--- src/rtl/uart_pkg.sv ---
// Shared definitions for the UART echo buffer: FSM state encoding and
// the default line-terminator value.
package uart_pkg;

    typedef enum logic [1:0] {
        PASS,
        HOLD,
        DRAIN,
        FORCE
    } echo_state_t;

    localparam logic [7:0] TERM_DEFAULT = 8'h0D;

endpackage

--- src/rtl/uart_echo_buffer_sync_fifo.sv ---
// Synchronous FIFO with occupancy count. The head entry is visible on
// rdata combinationally. Illegal pushes and pops are ignored.
module sync_fifo #(
    parameter int DATA_WIDTH = 8,
    parameter int DEPTH      = 16
) (
    input  logic                    clock,
    input  logic                    reset,
    input  logic                    push,
    input  logic                    pop,
    input  logic [DATA_WIDTH-1:0]   wdata,
    output logic [DATA_WIDTH-1:0]   rdata,
    output logic                    full,
    output logic                    empty,
    output logic [$clog2(DEPTH):0]  level
);

    localparam int AW = $clog2(DEPTH);

    logic [DATA_WIDTH-1:0] mem [DEPTH];
    logic [AW-1:0]         wr_ptr;
    logic [AW-1:0]         rd_ptr;
    logic [AW:0]           count;
    logic                  do_push;
    logic                  do_pop;

    assign full    = (count == (AW+1)'(DEPTH));
    assign empty   = (count == '0);
    assign level   = count;
    assign rdata   = mem[rd_ptr];
    assign do_push = push && !full;
    assign do_pop  = pop && !empty;

    // DEPTH is a power of two, so the pointers wrap by plain overflow.
    always_ff @(posedge clock) begin
        if (reset) begin
            wr_ptr <= '0;
            rd_ptr <= '0;
            count  <= '0;
        end else begin
            if (do_push) begin
                wr_ptr <= wr_ptr + AW'(1);
            end
            if (do_pop) begin
                rd_ptr <= rd_ptr + AW'(1);
            end
            if (do_push && !do_pop) begin
                count <= count + (AW+1)'(1);
            end else if (do_pop && !do_push) begin
                count <= count - (AW+1)'(1);
            end
        end
    end

    always_ff @(posedge clock) begin
        if (!reset && do_push) begin
            mem[wr_ptr] <= wdata;
        end
    end

endmodule

--- src/rtl/uart_echo_buffer.sv ---
// Echo buffer between UART receiver and transmitter: per-byte echo, or
// line-buffered echo that releases bytes once a terminator is stored.
module uart_echo_buffer
    import uart_pkg::*;
#(
    parameter int                    DATA_WIDTH = 8,
    parameter int                    DEPTH      = 16,
    parameter logic [DATA_WIDTH-1:0] TERM       = DATA_WIDTH'(TERM_DEFAULT)
) (
    input  logic                    clock,
    input  logic                    reset,
    input  logic [DATA_WIDTH-1:0]   rx_data,
    input  logic                    rx_valid,
    output logic                    rx_ready,
    output logic [DATA_WIDTH-1:0]   tx_data,
    output logic                    tx_valid,
    input  logic                    tx_ready,
    input  logic                    line_mode,
    output logic [$clog2(DEPTH):0]  level,
    output logic [15:0]             drop_count
);

    localparam int LW = $clog2(DEPTH) + 1;

    echo_state_t   state_q;
    echo_state_t   state_d;
    logic [LW-1:0] term_cnt;
    logic [LW-1:0] term_next;
    logic          full;
    logic          empty;
    logic          push;
    logic          pop;
    logic          push_term;
    logic          pop_term;
    logic          hold_ok;
    logic          last_pop;

    sync_fifo #(
        .DATA_WIDTH (DATA_WIDTH),
        .DEPTH      (DEPTH)
    ) u_fifo (
        .clock (clock),
        .reset (reset),
        .push  (push),
        .pop   (pop),
        .wdata (rx_data),
        .rdata (tx_data),
        .full  (full),
        .empty (empty),
        .level (level)
    );

    assign rx_ready  = !full;
    assign push      = rx_valid && !full;
    assign pop       = tx_valid && tx_ready;
    assign push_term = push && (rx_data == TERM);
    assign pop_term  = pop && (tx_data == TERM);
    assign hold_ok   = !(tx_valid && !tx_ready);
    assign last_pop  = pop && !push && (level == LW'(1));

    always_comb begin
        term_next = term_cnt;
        if (push_term && !pop_term) begin
            term_next = term_cnt + LW'(1);
        end else if (pop_term && !push_term) begin
            term_next = term_cnt - LW'(1);
        end
    end

    always_ff @(posedge clock) begin
        if (reset) begin
            state_q    <= PASS;
            term_cnt   <= '0;
            drop_count <= '0;
        end else begin
            state_q  <= state_d;
            term_cnt <= term_next;
            if (rx_valid && full && (drop_count != 16'hFFFF)) begin
                drop_count <= drop_count + 16'd1;
            end
        end
    end

    // Mode changes wait while a byte is offered but not yet taken, so the
    // transmitter never sees tx_valid drop under backpressure.
    always_comb begin
        state_d  = state_q;
        tx_valid = 1'b0;
        case (state_q)
            PASS: begin
                tx_valid = !empty;
                if (hold_ok && line_mode) begin
                    state_d = HOLD;
                end
            end
            HOLD: begin
                tx_valid = 1'b0;
                if (!line_mode) begin
                    state_d = PASS;
                end else if (term_cnt != '0) begin
                    state_d = DRAIN;
                end else if (full) begin
                    state_d = FORCE;
                end
            end
            DRAIN: begin
                tx_valid = !empty;
                if (pop_term && (term_next == '0)) begin
                    state_d = HOLD;
                end
            end
            FORCE: begin
                tx_valid = !empty;
                if (pop_term || last_pop || empty) begin
                    state_d = HOLD;
                end
            end
            default: begin
                state_d = PASS;
            end
        endcase
    end

endmodule

--- config.mk ---
export PLATFORM = sky130hd
export DESIGN_NAME = uart_echo_buffer
export DESIGN_NICKNAME = d
export VERILOG_FILES = /design/src/rtl/uart_pkg.sv /design/src/rtl/uart_echo_buffer_sync_fifo.sv /design/src/rtl/uart_echo_buffer.sv
export SDC_FILE = /design/constraint.sdc
export NUM_CORES = 1
export LEC_CHECK = 0
export ABC_AREA = 1
export BUFFER_PORTS_ARGS = -buffer_cell sky130_fd_sc_hd__buf_2
export CAP_MARGIN = 10
export CORE_ASPECT_RATIO = 1.1
export CORE_MARGIN = 10
export CORE_UTILIZATION = 40
export CTS_CLUSTER_DIAMETER = 100
export DETAILED_ROUTE_END_ITERATION = 6
export PLACE_DENSITY = 0.65
export SLEW_MARGIN = 30
export SYNTH_ARGS = -nofsm -noshare
export SYNTH_HDL_FRONTEND = slang
export SYNTH_SLANG_ARGS = --single-unit
--- constraint.sdc ---
create_clock -name clock -period 5.4 [get_ports clock]
set_input_delay 0.27 -clock clock [delete_from_list [all_inputs] [get_ports clock]]
set_output_delay 0.27 -clock clock [all_outputs]
set_load 0.005 [all_outputs]
==> flow_summary_export.csv <==
group,metric,value,unit
sta,slew_headroom,35.76,%
setup_path,critPathSlowestCell,"dfxtp_1",
global_routing,grt_pass1_wl,29180,microns
synth,synth_ff_type,"edfxtp_1",
setup_path,criticalPathCategory,"reg2reg",
routing,drt_wl_total,18210,microns
routing,final_antenna_net_count,0,
sta,finalCritPeriodShare,54.69,%
sta,worst_pin_slew,0.9600,ns
synth,synth_cells,835,
sta,hold_viol,0,
sta,skew,0.009667,ns
global_routing,antenna_found_initial,0,
clock_network,cts.path.max_buffers,2,
clock_network,ctsResizeCount,0,
power_and_ir_drop,power_per_cell_area,432.3,nW/um^2
final_layout,postLayoutCellArea,8715,sq um
floorplan,ios,44,
status,status,"finished, final reports clean",
clock_network,hold_buffers,0,
global_routing,grt_max_degree,65,
setup_path,crit_required,5.73,ns
setup_path,path_cells,"inv_1 -> nand3_1 -> nand3_1 -> nand2_2 -> nand2_1 -> inv_1 -> nand3_1 -> o21ai_2 -> a21oi_1 -> a21oi_1 -> nand3_1 -> nand2_1 -> o21ai_1 -> nand2_1 -> inv_1",
synth,async_flop_share,0,%
synth,synth_edf_count,128,
placement,dp_cells,1101,
routing,via_per_inst,4.988,
final_layout,syn_to_final_growth,12.37,%
routing,wl_per_cell,16.07,microns
setup_path,critPathMaxFanout,17,
clock_network,cts_post_setup_buffers_inserted,0,
floorplan,die_h,166.0,microns
placement,hpwl,11840,microns
synth,ys_ff_latch,168,
sta,setup_total_negative_slack,0,ns
clock_network,clock_sinks,168,
synth,synthTopCellsByArea,"edfxtp_1 (50%), nand2_1 (12%), dfxtp_1 (10%)",
setup_path,cpMostUsedCell,"nand3_1",
placement,postPlaceCellArea,8137,sq um
clock_network,clk_pin_slew,0.06,ns
run,maxCapViolCount,0,
clock_network,clock_latency,0.43,ns
setup_path,critPathCaptureType,"register",
synth,postSynthNetCount,861,
synth,syn_area_per_cell,9.287,sq um
setup_path,cpPeakStageDelay,0.78,ns
routing,dr.pass1.iters,6,
power_and_ir_drop,ir_drop,0.2203,mV
floorplan,fp.dieW,152.8,microns
floorplan,dieArea,25360,sq um
synth,ys_seq_area_share,59.89,%
setup_path,arrival,3.28,ns
sta,max_freq,0.3386,GHz
clock_network,cts_tree,"built",
final_layout,layout.cells.non_filler,1133,
routing,drc_errors,0,
synth,synthDistinctLibCells,39,
floorplan,core_area,19100,sq um
global_routing,gr-total-overflow,0,
synth,ys_warn_count,0,
hold_path,min_path_type,"in2reg",
setup_path,path_buf_inv,3,
setup_path,path_delay_family,"simple AND/OR/NAND/NOR gates",
routing,routed-via-count,5651,
sta,period_minus_slack,2.953,ns
final_layout,drive_above_1_share,12.08,%
global_routing,track_usage,14.35,%
synth,synth_area,7755,sq um
placement,portBuffers,43,
sta,finalSetupViolCount,0,
clock_network,cts_buffers,17,
synth,yosysTopAreaCellShare,49.56,%
sta,timing.hold.ws,0.1727,ns
clock_network,htree_levels,4,
setup_path,cp-start-kind,"register",
sta,rsz0062_at_grt,"false",
clock_network,clockRootBuffer,"clkbuf_16",
final_layout,nNetsFinal,899,
final_layout,antenna-diode-count,0,
placement,gp_congestion,0.8620,
final_layout,nFillCells,1837,
synth,synth_top_area_cell,"edfxtp_1",
power_and_ir_drop,p_total,3.768,mW
sta,slew_violations,0,
floorplan,start_util,40.61,%
routing,drt-initial-drc-count,426,
floorplan,rows,53,
global_routing,grt_pass1_vias,5674,
hold_path,min_from,"line_mode",
power_and_ir_drop,leakage,3.575,nW
-- metrics by stage --
| step | utilization (%) | setup slack, ns |
|---|---|---|
| 6_report | 45.63 | 2.447 |
| 5_1_grt | 45.63 | 2.170 |
| 4_1_cts | 45.63 | 2.471 |
| 2_1_floorplan | - | 3.168 |
| 3_3_place_gp | 42.54 | 2.462 |
| 3_5_place_dp | 42.60 | 2.489 |
-- synthesized netlist by cell type, types with 2 or more instances --
| cell | instances |
|---|---|
| a211oi_1 | 2 |
| a21oi_1 | 30 |
| a21oi_2 | 2 |
| a31oi_1 | 2 |
| buf_2 | 11 |
| buf_4 | 2 |
| buf_6 | 8 |
| clkbuf_1 | 6 |
| dfxtp_1 | 40 |
| edfxtp_1 | 128 |
| ha_1 | 13 |
| inv_1 | 119 |
| inv_2 | 4 |
| nand2_1 | 238 |
| nand2_2 | 10 |
| nand3_1 | 96 |
| nand4_1 | 8 |
| nor2_1 | 45 |
| nor2_2 | 3 |
| nor2_4 | 3 |
| nor3_1 | 16 |
| nor4_1 | 4 |
| o21ai_0 | 24 |
| o21ai_1 | 3 |
| xnor2_1 | 2 |
| xor2_1 | 3 |
-- flip-flops by register name, indices dropped and copies added (netlist names), named ones only --
signal	flops
u_fifo.level	5
drop_count	16
state_q	2
u_fifo.rd_ptr	4
term_cnt	5
u_fifo.wr_ptr	4
u_fifo.mem	128
-- cell usage in the layout (no fill, tap or decap), drive strengths merged --
| cell | count |
|---|---|
| a2111oi | 1 |
| a211oi | 2 |
| a21oi | 32 |
| a31oi | 2 |
| buf | 47 |
| bufinv | 2 |
| clkbuf | 18 |
| clkinv | 7 |
| clkinvlp | 2 |
| dfxtp | 40 |
| edfxtp | 128 |
| ha | 13 |
| inv | 126 |
| nand2 | 248 |
| nand3 | 98 |
| nand4 | 8 |
| nor2 | 51 |
| nor3 | 17 |
| nor3b | 1 |
| nor4 | 5 |
| o21a | 1 |
| o21ai | 28 |
| o311ai | 1 |
| o32ai | 1 |
| or2 | 2 |
| xnor2 | 2 |
| xor2 | 3 |
-- final timing paths --
check	end	slack, ns	cells past startpoint
max	state_q[1]$_SDFFE_PP0P_	2.45	15
min	state_q[1]$_SDFFE_PP0P_	0.17	5
max reg2reg	state_q[1]$_SDFFE_PP0P_	2.45	15
min reg2reg	register	0.45	1
-- worst reg2reg max path, stage by stage, from the launching register on --
cell and delay [ns]:
dfxtp_1 0.78, inv_1 0.51, nand3_1 0.28, nand3_1 0.11, nand2_2 0.13, nand2_1 0.08
inv_1 0.07, nand3_1 0.10, o21ai_2 0.19, a21oi_1 0.06, a21oi_1 0.20, nand3_1 0.11
nand2_1 0.08, o21ai_1 0.06, nand2_1 0.05, inv_1 0.04
-- area by class of cell --
class | count | area [sq um] | area share [%]
Inverter | 123 | 464.2 | 5.327
Clock buffer | 18 | 429.2 | 4.925
Sequential cell | 168 | 4646 | 53.31
Tap cell | 247 | 309.0 | 3.546
Clock inverter | 14 | 148.9 | 1.709
Multi-Input combinational cell | 516 | 2472 | 28.37
Timing Repair Buffer | 47 | 245.2 | 2.814
-- layer usage --
layer | vias to the layer above | wire (microns) | track usage [%]
met4 | 0 | 503 | 6.722
met1 | 2652 | 7885 | 16.65
met5 | - | 0 | 0
met3 | 35 | 916 | 3.238
li1 | 2806 | - | -
met2 | 158 | 8906 | 24.57
-- power breakdown --
group	internal [mW]	leakage, nW	total (mW)	switching, mW
combinational	0.331	1.82	1.09	0.757
clock	0.683	0.276	1.19	0.506
sequential	1.45	1.48	1.49	0.0444
total	2.46	3.57	3.77	1.31
-- cells by family (layout without fill, tap and decap cells) --
| group | after synthesis | after routing | synth area share, % |
|---|---|---|---|
| buf+inv | 151 | 202 | 8.357 |
| simple gates | 430 | 430 | 24.28 |
| xor+xnor | 5 | 5 | 0.5648 |
| flops | 168 | 168 | 59.89 |
| compound gates | 68 | 68 | 4.808 |
| fa+ha+maj | 13 | 13 | 2.098 |
Note: power is estimated with default switching activity, not from simulation.
